<file path="src/rtl/cpu_pkg.sv">
// cpu_pkg: shared CPU widths, fetch-buffer entry type and PC helpers
// Provides XLEN/INST_W, the sequential PC step, the default reset PC,
// the {pc, data, filled} buffer entry and a word-alignment helper.
package cpu_pkg;
    localparam int XLEN = 32;
    localparam int INST_W = 32;
    localparam logic [XLEN-1:0] PC_STEP = 32'd4;
    localparam logic [XLEN-1:0] RESET_PC_DEFAULT = 32'h0000_0000;

    typedef struct packed {
        logic [XLEN-1:0]   pc;
        logic [INST_W-1:0] data;
        logic              filled;
    } fetch_entry_t;

    function automatic logic [XLEN-1:0] align_pc(input logic [XLEN-1:0] a);
        return a & ~32'd3;
    endfunction
endpackage

</file>
<file path="src/rtl/fetch_buf.sv">
// fetch_buf: DEPTH-entry in-order allocate/fill/pop instruction buffer with flush
// Ports:
//   clk, rst         clock and synchronous active-high reset
//   i_flush          drop every entry (takes priority over alloc/fill/pop)
//   i_alloc/_pc      reserve the tail entry for a request at i_alloc_pc
//   i_fill/_data     write the oldest unfilled entry and mark it filled
//   i_pop            free the head entry
//   o_cnt            allocated entries
//   o_unfilled       allocated entries still waiting for their response
//   o_head_*         head entry is filled, plus its pc and instruction
module fetch_buf
    import cpu_pkg::*;
#(
    parameter int DEPTH = 2,
    localparam int AW = $clog2(DEPTH)
) (
    input  logic              clk,
    input  logic              rst,
    input  logic              i_flush,
    input  logic              i_alloc,
    input  logic [XLEN-1:0]   i_alloc_pc,
    input  logic              i_fill,
    input  logic [INST_W-1:0] i_fill_data,
    input  logic              i_pop,
    output logic [AW:0]       o_cnt,
    output logic [AW:0]       o_unfilled,
    output logic              o_head_valid,
    output logic [XLEN-1:0]   o_head_pc,
    output logic [INST_W-1:0] o_head_data
);
    // Pointers carry one extra wrap bit so a full buffer differs from an empty one.
    fetch_entry_t r_mem [DEPTH];
    logic [AW:0]  r_head, r_tail, r_fill;
    logic [AW-1:0] w_head_idx, w_tail_idx, w_fill_idx;

    assign w_head_idx   = r_head[AW-1:0];
    assign w_tail_idx   = r_tail[AW-1:0];
    assign w_fill_idx   = r_fill[AW-1:0];
    assign o_cnt        = r_tail - r_head;
    assign o_unfilled   = r_tail - r_fill;
    // A freed slot keeps its stale filled bit, so emptiness must gate the head.
    assign o_head_valid = (r_tail != r_head) && r_mem[w_head_idx].filled;
    assign o_head_pc    = r_mem[w_head_idx].pc;
    assign o_head_data  = r_mem[w_head_idx].data;

    always_ff @(posedge clk) begin
        if (rst || i_flush) begin
            r_head <= '0;
            r_tail <= '0;
            r_fill <= '0;
        end else begin
            if (i_alloc) r_tail <= r_tail + 1'b1;
            if (i_fill)  r_fill <= r_fill + 1'b1;
            if (i_pop)   r_head <= r_head + 1'b1;
        end
    end

    always_ff @(posedge clk) begin
        if (rst || i_flush) begin
            for (int k = 0; k < DEPTH; k++) r_mem[k].filled <= 1'b0;
        end else begin
            if (i_alloc) begin
                r_mem[w_tail_idx].pc     <= i_alloc_pc;
                r_mem[w_tail_idx].filled <= 1'b0;
            end
            if (i_fill) begin
                r_mem[w_fill_idx].data   <= i_fill_data;
                r_mem[w_fill_idx].filled <= 1'b1;
            end
        end
    end
endmodule

</file>
<file path="src/rtl/fetch_unit.sv">
// fetch_unit: instruction fetch stage owning the PC, issuing requests and buffering responses
// Optional feature macro: FETCH_MISALIGN_CHK_EN (misaligned redirect reporting).
// Ports:
//   clk, rst                       clock and synchronous active-high reset
//   imem_req_valid/ready/addr      word-aligned fetch request to instruction memory
//   imem_rsp_valid/data            in-order responses, one per accepted request
//   inst_valid/ready/data/pc       {pc, instruction} handshake to decode
//   redirect_valid/pc              control-flow change from execute (highest priority)
//   misalign_err                   one-cycle pulse after a misaligned redirect (0 if compiled out)
module fetch_unit
    import cpu_pkg::*;
#(
    parameter logic [XLEN-1:0] RESET_PC = RESET_PC_DEFAULT,
    parameter int              DEPTH    = 2
) (
    input  logic              clk,
    input  logic              rst,
    output logic              imem_req_valid,
    input  logic              imem_req_ready,
    output logic [XLEN-1:0]   imem_req_addr,
    input  logic              imem_rsp_valid,
    input  logic [INST_W-1:0] imem_rsp_data,
    output logic              inst_valid,
    input  logic              inst_ready,
    output logic [INST_W-1:0] inst_data,
    output logic [XLEN-1:0]   inst_pc,
    input  logic              redirect_valid,
    input  logic [XLEN-1:0]   redirect_pc,
    output logic              misalign_err
);
    localparam int AW = $clog2(DEPTH);
    localparam int DW = $clog2(2 * DEPTH + 1);
    localparam logic [AW:0] FULL = (AW + 1)'(DEPTH);

    logic [XLEN-1:0] r_pc;
    logic [DW-1:0]   r_discard;
    logic [DW-1:0]   w_discard_nxt;
    logic [AW:0]     w_cnt, w_unfilled;
    logic            w_req_hs, w_fill, w_pop;

    assign imem_req_valid = !rst && (w_cnt < FULL);
    assign imem_req_addr  = r_pc;
    assign w_req_hs       = imem_req_valid && imem_req_ready;
    assign w_fill         = imem_rsp_valid && (r_discard == '0);
    assign w_pop          = inst_valid && inst_ready;

    // On redirect every fetch not yet answered becomes stale: unfilled entries,
    // plus a request accepted this cycle, less the response consumed this cycle
    // (which either fills an unfilled entry or retires one pending discard).
    assign w_discard_nxt = redirect_valid
        ? r_discard + DW'(w_unfilled) + DW'(w_req_hs) - DW'(imem_rsp_valid)
        : r_discard - DW'(imem_rsp_valid && (r_discard != '0));

    always_ff @(posedge clk) begin
        if (rst) begin
            r_pc      <= RESET_PC;
            r_discard <= '0;
        end else begin
            r_discard <= w_discard_nxt;
            r_pc      <= redirect_valid ? align_pc(redirect_pc) : w_req_hs ? r_pc + PC_STEP : r_pc;
        end
    end

    fetch_buf #(.DEPTH(DEPTH)) u_buf (
        .clk          (clk),
        .rst          (rst),
        .i_flush      (redirect_valid),
        .i_alloc      (w_req_hs),
        .i_alloc_pc   (r_pc),
        .i_fill       (w_fill),
        .i_fill_data  (imem_rsp_data),
        .i_pop        (w_pop),
        .o_cnt        (w_cnt),
        .o_unfilled   (w_unfilled),
        .o_head_valid (inst_valid),
        .o_head_pc    (inst_pc),
        .o_head_data  (inst_data)
    );

`ifdef FETCH_MISALIGN_CHK_EN
    logic r_misalign;
    always_ff @(posedge clk) begin
        if (rst) r_misalign <= 1'b0;
        else     r_misalign <= redirect_valid && (redirect_pc[1:0] != 2'b00);
    end
    assign misalign_err = r_misalign;
`else
    assign misalign_err = 1'b0;
`endif
endmodule
</file>
<file path="config.mk">
export PLATFORM = sky130hd
export DESIGN_NAME = fetch_unit
export DESIGN_NICKNAME = d
export VERILOG_FILES = /design/src/rtl/cpu_pkg.sv /design/src/rtl/fetch_buf.sv /design/src/rtl/fetch_unit.sv
export SDC_FILE = /design/constraint.sdc
export NUM_CORES = 1
export LEC_CHECK = 0
export CAP_MARGIN = 20
export CORE_MARGIN = 1
export CORE_UTILIZATION = 39
export DETAILED_ROUTE_END_ITERATION = 12
export GPL_TIMING_DRIVEN = 0
export PLACE_DENSITY_LB_ADDON = 0.05
export REMOVE_ABC_BUFFERS = 1
export SYNTH_ARGS = -nofsm -noshare
export SYNTH_HDL_FRONTEND = slang
export SYNTH_SLANG_ARGS = --single-unit
</file>
<file path="constraint.sdc">
create_clock -name clk -period 3.9 [get_ports clk]
set_input_delay 0.78 -clock clk [delete_from_list [all_inputs] [get_ports clk]]
set_output_delay 0.78 -clock clk [all_outputs]
set_load 0.005 [all_outputs]
</file>
==> implementation parameters <==
Parameter                              Value

Synthesis
  YS warnings    0
  Main area contributors after synthesis    edfxtp_1 51%, dfxtp_1 12%, mux2_2 9.7%, nor2_1 1.7%, nand4_1 1.5%
  Ys async rst share    0%
  Count of state elements after synthesis    ~170
  Mean Syn Cell Area    13.5 µm²
  Most instantiated cells after synthesis    124 x edfxtp_1, 62 x mux2_2, 42 x dfxtp_1, 33 x nor2_1, 27 x clkbuf_1
  Cell type with the highest aggregate area in the netlist    edfxtp_1
  Yosys top cell area share    51.5%
  Dominant cell by count in the synthesized netlist    edfxtp_1
  Count of flip-flops with a built-in enable after synthesis    124
  Post-synthesis instance area    7230 µm²
  Library cells used by synthesis    60
  Number of instances in the synthesized netlist    535
  Portion of the post-synthesis area used by sequential elements    roughly 63%
  Most instantiated flip-flop cell in the synthesis netlist    edfxtp_1

Floorplanning
  Initial cell density of the core    40.0%
  Area of the die    19,100 µm²
  Std-Cell Rows    49
  Die width    138 µm
  # IOs    169
  Area of the placeable core    18,100 µm²
  Die Height    approximately 140 µm

Worst hold path
  Hold Path Cell Cnt    1
  Tightest Hold Check Type    register to register

Timing
  Post-Route Skew    0.00935 ns
  Total Neg Setup Slack    0 ns
  Max frequency    0.269 GHz
  Min Clock Period, post-route    between 3 and 4 ns
  Slew margin rel.    about 40%
  Setup slack of the critical path after layout    0.178 ns
  Unrepaired setup endpoints after global routing    no
  Final worst path period share    95.4%
  Final number of setup-violating endpoints    0
  Worst Tran Pin Value    0.907 ns
  Hold slack    0.490 ns
  Pins over their slew limit    0
  Final hold vios    0

Route
  Total via count after detailed routing    5,119
  Ratio of routed vias to standard cells    5.49
  First DRT Iteration DRCs    between 200 and 300
  Remaining design rule violation count    24
  Average wire per cell in the routed design    18.8 µm
  First-pass detailed-route iteration total    9
  Routed Wire Length    17,600 µm
  Final antenna-violating net count    0

Cells and area
  Post-layout instance area    9740 µm²
  Core occupancy in the finished layout    53.9%
  Area growth syn-to-layout    34.7%
  Number of nets in the layout    slightly below 800
  Share of post-route cells with drive strength above 1    ~16%
  # fillers    1,502
  Fin cells    932
  Number of antenna cells inserted    0

Worst setup path
  Class of the most critical setup path    primary input to register
  Setup crit end kind    register
  Family with the most delay on the worst path    buffers and inverters
  Worst reg2reg path depth    11
  CP arrival    roughly 4.0 ns
  Crit-path cells    clkdlybuf4s15_2, inv_1, nand3_2, inv_2, fa_1, fa_1, xnor2_1, a21oi_1, xnor2_1, nor2_1
  Element type at the critical path start    primary input
  Critical path's largest stage delay    roughly 0.58 ns
  Crit path depth    10
  Maximum fanout count along the critical path    30
  Number of buffers and inverters on the critical path    3
  Slowest cell on crit path    nand3_2
  Required time of the critical path    between 4 and 5 ns

Power
  Maximum ir drop on the vdd rail    0.307 mV
  Leakage power of the design    3.23 nW
  Power after layout    4.24 mW
  Power per cell area    435 nW/µm²

Placed design
  Final HPWL from detailed placement    11,700 µm
  Post-Place Cell Area    9140 µm²
  Pre-CTS setup slack    -0.936 ns
  Dpl cells    901
  Gp weighted congestion    around 0.8
  Port Buffer Count    around 160

CTS
  Clock tree from TritonCTS    yes
  Clock transition at path regs    about 0.06 ns
  Source-to-sink clock delay at the later pin of the worst-skew pair    0.42 ns
  Clock Root Buffer    clkbuf_16
  Post-CTS Hold Buffers    0
  Number of CTS-inserted buffers    17
  Maximum count of clock buffers along a single path    2
  Clk sink count    166
  Setup repair bufs after CTS    0
  Htree depth    4

Global routing
  Number of antenna violations at the first check in global routing    0
  Total global routing overflow    0
  Combined global-route utilization of all metal layers    18.8%
  Maximum number of pins on one net before global-route repair    64
  Via count of the first global-routing pass    5,252
  Global-route wire length before repair    27,800 µm

Status
  Violations in the final reports    DRC
  Outcome    complete, but fails checks

Run
  Maxcap violations    0
[repair_timing]
item | 4_1_cts | 5_1_grt
resized for setup | 3 | 0
hold endpoints to repair | 0 | 0
setup endpoints to repair | 2 | 0
[where the power goes]
part	internal, mW	total, mW	switching [mW]
clock network	1.01	1.72	0.703
logic	0.269	0.467	0.198
registers	1.98	2.06	0.0724
total	3.27	4.24	0.973
[cell type report]
| type | count | area [µm²] | area share [%] |
|---|---|---|---|
| flip-flops and latches | 166 | 4570 | 46.9 |
| multi-input cells | 321 | 2470 | 25.4 |
| repair buffers | 170 | 1760 | 18.1 |
| clock buffers | 17 | 425 | 4.37 |
| well taps | 229 | 287 | 2.94 |
| clock inverters | 14 | 176 | 1.81 |
| inverters | 15 | 56.3 | 0.578 |
[cells by family (layout without fill, tap and decap cells)]
family,Yosys count,count (layout),share of synthesized area (%)
and+or+nand+nor,155,155,11.6
other,1,5,0.0519
xor gates and xnor gates,17,17,2.47
adders and majority gates,9,9,1.76
DFF,166,166,63.1
buffers and inverters,52,216,3.18
AOI/OAI and AO/OA,72,72,7.99
muxes,63,63,9.79
[per-layer routing]
metal	part of all wire [%]	global-route usage, %	vias to the layer above
li1	-	-	2388
met1	42	23.2	2508
met2	48	31.4	193
met3	6.8	4.43	30
met4	2.3	8.69	0
met5	0	0	-
[layout by cell type, fill, tap and decap left out, types with 6 or more instances in the layout]
master             n
clkdlybuf4s50_1  160
edfxtp_1         124
mux2_2            62
dfxtp_1           41
nor2_1            32
nand2_1           24
nand4_1           17
clkbuf_16         17
inv_1             14
nand3_1           12
nor3_1            12
xnor2_1           10
or3_1             10
and2_1             9
a31oi_1            8
or4_1              7
a311oi_1           7
a211oi_1           7
and3_1             7
o221ai_1           7
ha_1               7
and4_1             6
[path summary, 6_finish.rpt]
check / start / end / slack (ns)
setup reg to reg: u_buf.r_tail[0] / r_discard[2] / 0.55
hold reg to reg: u_buf.r_mem[0][0] / u_buf.r_mem[0][0] / 0.49
hold / removal: u_buf.r_mem[0][0] / u_buf.r_mem[0][0] / 0.49
setup / recovery: rst / r_discard[2] / 0.18
[state kept, by name, summed over array words and instances (netlist names), named ones only]
| signal | count |
|---|---|
| u_buf.r_head | 2 |
| u_buf.r_fill | 2 |
| u_buf.r_tail | 2 |
| r_discard | 3 |
| u_buf.r_mem | 126 |
| imem_req_addr | 30 |
[worst reg2reg max path: stages (launching register included)]
cell and delay, ns:
dfxtp_1 0.38, inv_1 0.12, ha_1 0.25, xnor3_2 0.29, nand3_2 0.47, inv_2 0.28
fa_1 0.49, fa_1 0.41, xnor2_1 0.15, a21oi_1 0.17, xnor2_1 0.14, nor2_1 0.05
No activity file was read; power rests on OpenSTA's default activity.
==> edit (config.mk and constraints unchanged) <==
Set the package constant `XLEN` to 64 (it was 32).
--- a/src/rtl/cpu_pkg.sv
+++ b/src/rtl/cpu_pkg.sv
@@ -3,5 +3,5 @@
 // the {pc, data, filled} buffer entry and a word-alignment helper.
 package cpu_pkg;
-    localparam int XLEN = 32;
+    localparam int XLEN = 64;
     localparam int INST_W = 32;
     localparam logic [XLEN-1:0] PC_STEP = 32'd4;
Interface: changed (resized imem_req_addr, inst_pc and redirect_pc); port bits go from 169 to 265. The function was not compared with the original's and may differ.
==> edit against the unedited design <==
First-iteration DRC count increased by 46%. Clock skew increased by 0.0027 ns. Setup slack improved by 0.27 ns. Die area increased by 53%. Critical path depth decreased by 3. Total power increased by 58%. Area after synthesis increased by 54%. Sequential power increased by 56%. Sequential cell count increased by 96. Wire length increased by 66%. Worst hold slack got worse by 0.00057 ns. Design area increased by 56%. Non-clock buffer count increased by 97. Critical path type is now flop to flop. Critical endpoint is now u_buf.r_mem[1][61]. Highest routed layer unchanged.
==> edit: results (changes against the unedited design) <==
----------------------------------------------------
[Global routing]
  Routing usage on met3 ... 0.0430 (-0.00131)
  Number of global-route vias before repair ... 7583 (+44%)
  Routing usage on met2 ... 0.328 (+0.0139)
  Met1 Use GR ... 0.261 (+0.0290)
  Gr usage total ... 0.198 (+0.00972)

[Setup path]
  Highest-delay cell along the critical path ... sky130_fd_sc_hd__nor2_4
  Cell count of the worst reg-to-reg path ... 7 (-4)
  Largest fanout on the critical path ... 27 (-10%)
  Top cell family by delay on the critical path ... simple AND/OR/NAND/NOR gates
  Worst setup path end ... u_buf.r_mem[1][61]
  Reg-to-reg endpoint ... u_buf.r_mem[1][61]

[Pwr]
  Leakage power summed over all cells ... 5.02 nW (+56%)
  Combinational group share of total power ... 0.095 (-0.015)
  Worst ir drop on vdd ... 0.288 mV (-6.2%)
  Flop+latch power ... 3.21 mW (+56%)
  Final Power ... 6.68 mW (+58%)

[CTS]
  Number of buffers on the longest clock path ... 3 (+1)
  Clock insertion delay at the later pin of the skew report ... 0.55 ns (+0.13 ns)
  CTS buffer count ... 29 (+12)

[Layout]
  Number of filler cells placed in the layout ... 2453 (+63%)
  Net total in the final layout ... 1221 (+59%)
  Largest register FFs ... 190 (+51%)
  Layout cells sized above 1 ... 0.151 (-0.00981)

[Routing]
  Detailed Route Iter0 Violations ... 406 (+46%)
  Metal2 WL ... 13800 um (+62%)
  Number of iterations in the first detailed-routing pass ... 7 (-2)
  Vias/cell ... 5.11 (-6.9%)
  Met1 wire length ... 12700 um (+71%)
  Routed WL per cell ... 19.2 um (+2.2%)

[Synthesis]
  Sequential share of the synthesized area ... 0.639 (+0.00782)
  Library cells used by synthesis ... 58 (-3.3%)
  Commonest cells in the synthesized netlist ... sky130_fd_sc_hd__edfxtp_1, sky130_fd_sc_hd__mux2_2, sky130_fd_sc_hd__nor2_1
  EDFF count, synth ... 188 (+52%)
  Avg Synthesized Cell Area ... 13.1 um2 (-3.0%)

[Timing]
  Min Clock Period, post-route ... 3.46 ns (-0.267 ns)
  Transition at the pin with the smallest max-transition slack ... 0.916 ns (+0.00863 ns)
  Clock skew after layout ... 0.0121 ns (+0.00274 ns)
  Hold slack final ... 0.490 ns (-0.000569 ns)

[Worst hold path]
  Endpoint of the worst hold-timing path ... u_buf.r_mem[1][0]
  Launch point of the worst hold path ... u_buf.r_mem[1][0]

[Status]
  Run status ... completed

[Placement]
  Weighted congestion reported at the end of routability-driven placement ... 0.751 (-5.9%)
  Placed Instances ... 1455 (+61%)
  Final HPWL DP ... 19400 um (+65%)
  Port Buffers ... 257 (+60%)

----------------------------------------------------
edit: final cells by class:
class / count / area (um2) / area share
multi-input cells: 531 / 3770 / 0.248
clock buffers: 41 / 831 / 0.0546
well taps: 378 / 473 / 0.0311
inverters: 19 / 73.8 / 0.00485
repair buffers: 267 / 2760 / 0.181
flip-flops and latches: 262 / 7130 / 0.468
clock inverters: 13 / 178 / 0.0117
diodes: 3 / 7.51 / 0.000493
edit: logic make-up after synthesis:
logic type | count (synthesis) | synth area share
DFF | 262 | 0.639
other | 1 | 0.000336
adders and majority gates | 9 | 0.0114
and+or+nand+nor | 271 | 0.124
muxes | 104 | 0.104
xor gates and xnor gates | 56 | 0.0452
buffers and inverters | 62 | 0.0264
AOI/OAI and AO/OA | 86 | 0.0494
edit: repair_timing:
| item | CTS | global route |
|---|---|---|
| buffers inserted | 0 | 2 |
| hold endpoints to repair | 0 | 0 |
| resized for setup | 0 | 1 |
| endpoints found under the setup margin | 0 | 8 |
